==> config.mk <==
export PLATFORM = sky130hd
export DESIGN_NAME = mem_arbiter
export DESIGN_NICKNAME = d
export VERILOG_FILES = /design/src/rtl/mem_arbiter_pkg.sv /design/src/rtl/mem_arb_timer.sv /design/src/rtl/mem_arbiter.sv
export SDC_FILE = /design/constraint.sdc
export NUM_CORES = 1
export LEC_CHECK = 0
export CAP_MARGIN = 15
export CELL_PAD_IN_SITES_DETAIL_PLACEMENT = 1
export CELL_PAD_IN_SITES_GLOBAL_PLACEMENT = 1
export CORE_MARGIN = 2
export CORE_UTILIZATION = 27
export CTS_BUF_LIST = sky130_fd_sc_hd__clkbuf_4 sky130_fd_sc_hd__clkbuf_8 sky130_fd_sc_hd__clkbuf_16
export DETAILED_ROUTE_END_ITERATION = 10
export PLACE_DENSITY_LB_ADDON = 0.08
export SLEW_MARGIN = 30
export SYNTH_ARGS = -nofsm -noshare
export SYNTH_HDL_FRONTEND = slang
export SYNTH_SLANG_ARGS = --single-unit
==> constraint.sdc <==
create_clock -name clk -period 1.95 [get_ports clk]
set_input_delay 0.39 -clock clk [delete_from_list [all_inputs] [get_ports clk]]
set_output_delay 0.39 -clock clk [all_outputs]
set_load 0.05 [all_outputs]
==> src/rtl/mem_arbiter_pkg.sv <==
// Shared encodings for the main-memory arbiter: FSM states, grant ids and counter width.
package mem_arbiter_pkg;

    localparam int CNT_W = 4;

    typedef enum logic [1:0] {
        ST_IDLE   = 2'd0,
        ST_ACCESS = 2'd1,
        ST_DONE   = 2'd2
    } state_t;

    typedef enum logic {
        GNT_IF = 1'b0,
        GNT_D  = 1'b1
    } gnt_t;

endpackage

==> src/rtl/mem_arb_timer.sv <==
// Loadable down-counter that times the memory access window of the arbiter.
module mem_arb_timer
    import mem_arbiter_pkg::*;
(
    input  logic             clk,
    input  logic             rst_f,
    input  logic             i_load,
    input  logic [CNT_W-1:0] i_load_val,
    input  logic             i_dec,
    output logic             o_zero,
    output logic             o_last
);

    logic [CNT_W-1:0] r_cnt;

    always_ff @(posedge clk) begin
        if (!rst_f) begin
            r_cnt <= '0;
        end else if (i_load) begin
            r_cnt <= i_load_val;
        end else if (i_dec && (r_cnt != '0)) begin
            r_cnt <= r_cnt - 1'b1;
        end
    end

    assign o_zero = (r_cnt == '0);
    assign o_last = (r_cnt == CNT_W'(1));

endmodule

==> src/rtl/mem_arbiter.sv <==
// Shares the single-port main memory between instruction fetch and the LOD/STR data path.
// Handshake: a requester holds req and its inputs stable until its done pulse; done is one cycle.
module mem_arbiter
    import mem_arbiter_pkg::*;
#(
    parameter int ADDR_W    = 16,
    parameter int DATA_W    = 32,
    parameter int MEM_LAT   = 1,
    parameter bit DATA_PRIO = 1'b0
) (
    input  logic              clk,
    input  logic              rst_f,
    input  logic              if_req,
    input  logic [ADDR_W-1:0] if_addr,
    output logic              if_done,
    output logic [DATA_W-1:0] if_rdata,
    input  logic              d_req,
    input  logic              d_we,
    input  logic [ADDR_W-1:0] d_addr,
    input  logic [DATA_W-1:0] d_wdata,
    output logic              d_done,
    output logic [DATA_W-1:0] d_rdata,
    output logic              mem_en,
    output logic              mem_we,
    output logic [ADDR_W-1:0] mem_addr,
    output logic [DATA_W-1:0] mem_wdata,
    input  logic [DATA_W-1:0] mem_rdata,
    output logic              busy,
    output state_t            o_dbg_state
);

    localparam logic [CNT_W-1:0] LAT_CNT = CNT_W'(MEM_LAT);

    state_t            r_state, w_state_n;
    gnt_t              r_gnt, w_gnt_n, r_last_grant, w_last_grant_n, w_gnt_sel;
    logic              r_mem_en, w_mem_en_n, r_mem_we, w_mem_we_n;
    logic [ADDR_W-1:0] r_mem_addr, w_mem_addr_n;
    logic [DATA_W-1:0] r_mem_wdata, w_mem_wdata_n;
    logic [DATA_W-1:0] r_if_rdata, w_if_rdata_n, r_d_rdata, w_d_rdata_n;
    logic              r_if_done, w_if_done_n, r_d_done, w_d_done_n;
    logic              r_busy, w_busy_n;
    logic              w_any_req, w_tmr_load, w_tmr_dec, w_cnt_zero, w_cnt_last;

    assign w_any_req = if_req | d_req;
    assign w_tmr_dec = (r_state == ST_ACCESS) && !w_cnt_zero;

    mem_arb_timer u_timer (
        .clk        (clk),
        .rst_f      (rst_f),
        .i_load     (w_tmr_load),
        .i_load_val (LAT_CNT),
        .i_dec      (w_tmr_dec),
        .o_zero     (w_cnt_zero),
        .o_last     (w_cnt_last)
    );

    // On contention the port that did not win last time is chosen, unless data has priority.
    always_comb begin
        w_gnt_sel = GNT_IF;
        if (d_req && (!if_req || DATA_PRIO || (r_last_grant == GNT_IF))) begin
            w_gnt_sel = GNT_D;
        end
    end

    always_ff @(posedge clk) begin
        if (!rst_f) begin
            r_state      <= ST_IDLE;
            r_gnt        <= GNT_IF;
            r_last_grant <= GNT_D;
            r_mem_en     <= 1'b0;
            r_mem_we     <= 1'b0;
            r_mem_addr   <= '0;
            r_mem_wdata  <= '0;
            r_if_rdata   <= '0;
            r_d_rdata    <= '0;
            r_if_done    <= 1'b0;
            r_d_done     <= 1'b0;
            r_busy       <= 1'b0;
        end else begin
            r_state      <= w_state_n;
            r_gnt        <= w_gnt_n;
            r_last_grant <= w_last_grant_n;
            r_mem_en     <= w_mem_en_n;
            r_mem_we     <= w_mem_we_n;
            r_mem_addr   <= w_mem_addr_n;
            r_mem_wdata  <= w_mem_wdata_n;
            r_if_rdata   <= w_if_rdata_n;
            r_d_rdata    <= w_d_rdata_n;
            r_if_done    <= w_if_done_n;
            r_d_done     <= w_d_done_n;
            r_busy       <= w_busy_n;
        end
    end

    always_comb begin
        w_state_n = r_state;
        unique case (r_state)
            ST_IDLE:   if (w_any_req) w_state_n = ST_ACCESS;
            ST_ACCESS: if (w_cnt_last) w_state_n = ST_DONE;
            ST_DONE:   w_state_n = ST_IDLE;
            default:   w_state_n = ST_IDLE;
        endcase
    end

    always_comb begin
        w_gnt_n        = r_gnt;
        w_last_grant_n = r_last_grant;
        w_mem_en_n     = r_mem_en;
        w_mem_we_n     = r_mem_we;
        w_mem_addr_n   = r_mem_addr;
        w_mem_wdata_n  = r_mem_wdata;
        w_if_rdata_n   = r_if_rdata;
        w_d_rdata_n    = r_d_rdata;
        w_if_done_n    = 1'b0;
        w_d_done_n     = 1'b0;
        w_busy_n       = r_busy;
        w_tmr_load     = 1'b0;
        unique case (r_state)
            ST_IDLE: begin
                w_busy_n = 1'b0;
                if (w_any_req) begin
                    w_gnt_n        = w_gnt_sel;
                    w_last_grant_n = w_gnt_sel;
                    w_mem_en_n     = 1'b1;
                    w_busy_n       = 1'b1;
                    w_tmr_load     = 1'b1;
                    if (w_gnt_sel == GNT_D) begin
                        w_mem_we_n    = d_we;
                        w_mem_addr_n  = d_addr;
                        w_mem_wdata_n = d_wdata;
                    end else begin
                        w_mem_we_n   = 1'b0;
                        w_mem_addr_n = if_addr;
                    end
                end
            end
            ST_ACCESS: begin
                if (w_cnt_last) begin
                    w_mem_en_n = 1'b0;
                    w_mem_we_n = 1'b0;
                    if (r_gnt == GNT_D) begin
                        w_d_done_n = 1'b1;
                        // Stores complete without touching the load-data register.
                        if (!r_mem_we) w_d_rdata_n = mem_rdata;
                    end else begin
                        w_if_done_n  = 1'b1;
                        w_if_rdata_n = mem_rdata;
                    end
                end
            end
            ST_DONE: w_busy_n = 1'b0;
            default: w_busy_n = 1'b0;
        endcase
    end

    assign if_done     = r_if_done;
    assign if_rdata    = r_if_rdata;
    assign d_done      = r_d_done;
    assign d_rdata     = r_d_rdata;
    assign mem_en      = r_mem_en;
    assign mem_we      = r_mem_we;
    assign mem_addr    = r_mem_addr;
    assign mem_wdata   = r_mem_wdata;
    assign busy        = r_busy;
    assign o_dbg_state = r_state;

endmodule
==> metrics <==
# Max-Cap Violations=0; n_diodes=0; Worst R2R Setup Slack=0.1 ns; Worst Path Buf+Inv=3; area leader, netlist=dfxtp_1; utilization after layout=43.91%; top_reg_cell synth=dfxtp_1; Setup violations, final=0; Worst R2R Start=u_timer.r_cnt[1]; Tcrit/Tclk final=95.02%; worst hold path startpoint=d_rdata[8]; Syn Inst Count=584; hold violation total from the final report=0; worst endpoint required time=2.28 ns; synthesized netlist net count=687; Hold Crit Depth=2; worst slack, placed=0.02743 ns; 1st-iter DRT viols=154; Worst Hold Class=reg -> reg; syn avg cell area=8.450 um2; Clock Path Buffers=2; Synth top cells by count=dfxtp_1, nand2_1, a21oi_1; sequential-to-total area share from yosys stat=50.71%; warnings from Yosys=0; maximum fanout along the worst path=16; Critical Path AT=2.18 ns; total CTS buffers=17; clk_lat worst skew=0.41 ns; initial antenna violation count=0; Worst Skew=0.006505 ns; Max Slew Vio Count=0; Synth top area share=50.71%; row count=49; pin count of the biggest net entering global routing=67; Die X-Extent=139.2 um; DP HPWL=12,530 um; CP delay by family, top=simple AND/OR/NAND/NOR gates; global-route usage over all layers=18.30%; synthesized flop and latch total=125; Worst VDD drop=0.6140 mV; routability cong.=0.7417; CP peak stage delay=0.40 ns; CP cell instances=inv_1 > ha_1 > or3b_4 > nor4b_4 > buf_4 > clkbuf_16 > mux2i_2; Power Total=7.307 mW; terminus of the critical flop-to-flop path=d_rdata[5]; slowest cell on the critical path=or3b_4; vias per inst=4.967; top-count cell post-synth=dfxtp_1; WL final=18,070 um; Crit. End Element=flip-flop; top post-synthesis cells by area=dfxtp_1, a21oi_1, nand2_1; worst slew pin tran=0.6633 ns; outcome=finished clean; die height=139.2 um; asr flop ratio synth=0%; RSZ-0062 raised after global routing=false; Initial Util=27.47%; DRC=0; die footprint=19,370 um2; layout cells sized above 1=10.28%; Distinct cells, synth=32; via count=5,101; Worst-path clk slew=0.05 ns; Total Neg Setup Slack=0 ns; # clock sinks=125; CTS H-tree depth=4; DRT Pass-1 Iters=4; first-pass GRT wire length=28,430 um; total power per unit cell area=926.3 nW/um2; core area=17,960 um2; routed len/inst=17.60 um; Root Driver=clkbuf_16; I/O Buffers=219; Hold EP=d_rdata[8]; P_leak=3.528 nW; I/O Pins=220; worst r2r path cells=7; nets=891; DRT antenna net count=0; storage element area=2502 um2; Fillers=2,072; gr ovfl total=0; number of synthesized flops with an enable pin=0; Fmax=539.7 MHz; vias in the first global route=5,284; Synth Cell Area=4935 um2; slew margin rel.=55.78%; Crit Path Class=reg -> reg; Final WS setup=0.09705 ns; fin crit period=1.853 ns; crit start category=flip-flop; multi-input logic area=2215 um2; area grow syn2layout=59.84%; CTS tree=built
==> cell families (layout without fill, tap and decap cells) <==
| logic type | count (synthesis) | in the layout | share of synthesized area [%] |
|---|---|---|---|
| flops | 125 | 125 | 50.71 |
| compound gates | 179 | 179 | 19.83 |
| simple gates | 186 | 186 | 17.29 |
| buf+inv | 60 | 274 | 5.172 |
| mux | 32 | 32 | 6.491 |
| fa+ha+maj | 2 | 2 | 0.5070 |
==> worst reg2reg max path: stages, from the launching register on <==
cell and delay, ns:
dfxtp_1 0.31, inv_1 0.08, ha_1 0.16, or3b_4 0.40
nor4b_4 0.21, buf_4 0.18, clkbuf_16 0.21, mux2i_2 0.24
==> layout make-up <==
class,count,area share [%]
clock buffer,20,5.679
inverter,4,0.1904
clock inverter,9,0.9518
multi-input combinational,399,28.08
timing repair buffer,241,29.74
sequential,125,31.73
tap,229,3.633
==> flip-flops by register name (all words and copies together), names as in the netlist <==
register	flops
u_timer.r_cnt	4
mem_addr	16
if_rdata	32
mem_we	1
busy	1
r_last_grant	1
o_dbg_state	2
if_done	1
r_gnt	1
mem_wdata	32
d_rdata	32
d_done	1
mem_en	1
==> timing repair <==
action | in CTS | in global routing
endpoints found under the setup margin | 79 | 50
cloned | 0 | 1
pin swaps | 0 | 1
hold buffers | 0 | 0
setup buffers | 0 | 1
resized for setup | 79 | 26
==> placed cells by master (no fill, tap or decap), drive strengths merged, types with 21 or more instances in the layout <==
| cell type | instances |
|---|---|
| clkbuf | 21 |
| o21ai | 71 |
| dfxtp | 125 |
| buf | 41 |
| clkdlybuf4s50 | 99 |
| mux2i | 32 |
| a21oi | 84 |
| dlymetal6s2s | 21 |
| nand3 | 66 |
| nand2 | 98 |
| dlygate4sd2 | 79 |
==> routing by layer <==
metal / vias to the layer above / global-route usage, % / share of wire, %
met5: - / 0 / 0
met4: 0 / 3.987 / 0.74
met3: 12 / 6.561 / 6.7
met2: 128 / 31.63 / 49
met1: 2500 / 21.88 / 43
li1: 2461 / - / -
==> where the power goes <==
part / switching (mW) / internal (mW)
registers: 0.0871 / 2.70
logic: 1.09 / 0.572
clock network: 1.10 / 1.75
==> how the worst max path moves through the flow <==
stage                startpoint  slack, ns          end  cells after the start
2_1_floorplan  u_timer.r_cnt[0]       0.08  d_rdata[10]                      6
3_3_place_gp   u_timer.r_cnt[1]       0.13  d_rdata[29]                      6
3_5_place_dp   u_timer.r_cnt[1]       0.03  d_rdata[27]                      6
4_1_cts              d_rdata[4]     0.0004   d_rdata[4]                      1
5_1_grt        u_timer.r_cnt[1]       0.02  d_rdata[27]                      7
6_report       u_timer.r_cnt[1]        0.1   d_rdata[5]                      7
==> metrics by stage <==
stage / hold WS (ns) / cell area [um2] / cells
final: 0.4573 / 7888 / 1027
after global routing: 0.4846 / 7888 / 1027
after CTS: 0.4480 / 7799 / 1025
after detailed placement: 0.4520 / 7375 / 996
after global placement: 0.4424 / 7375 / 996
after floorplan: 0.4716 / 4935 / 584
Note: power is estimated with default switching activity, not from simulation.
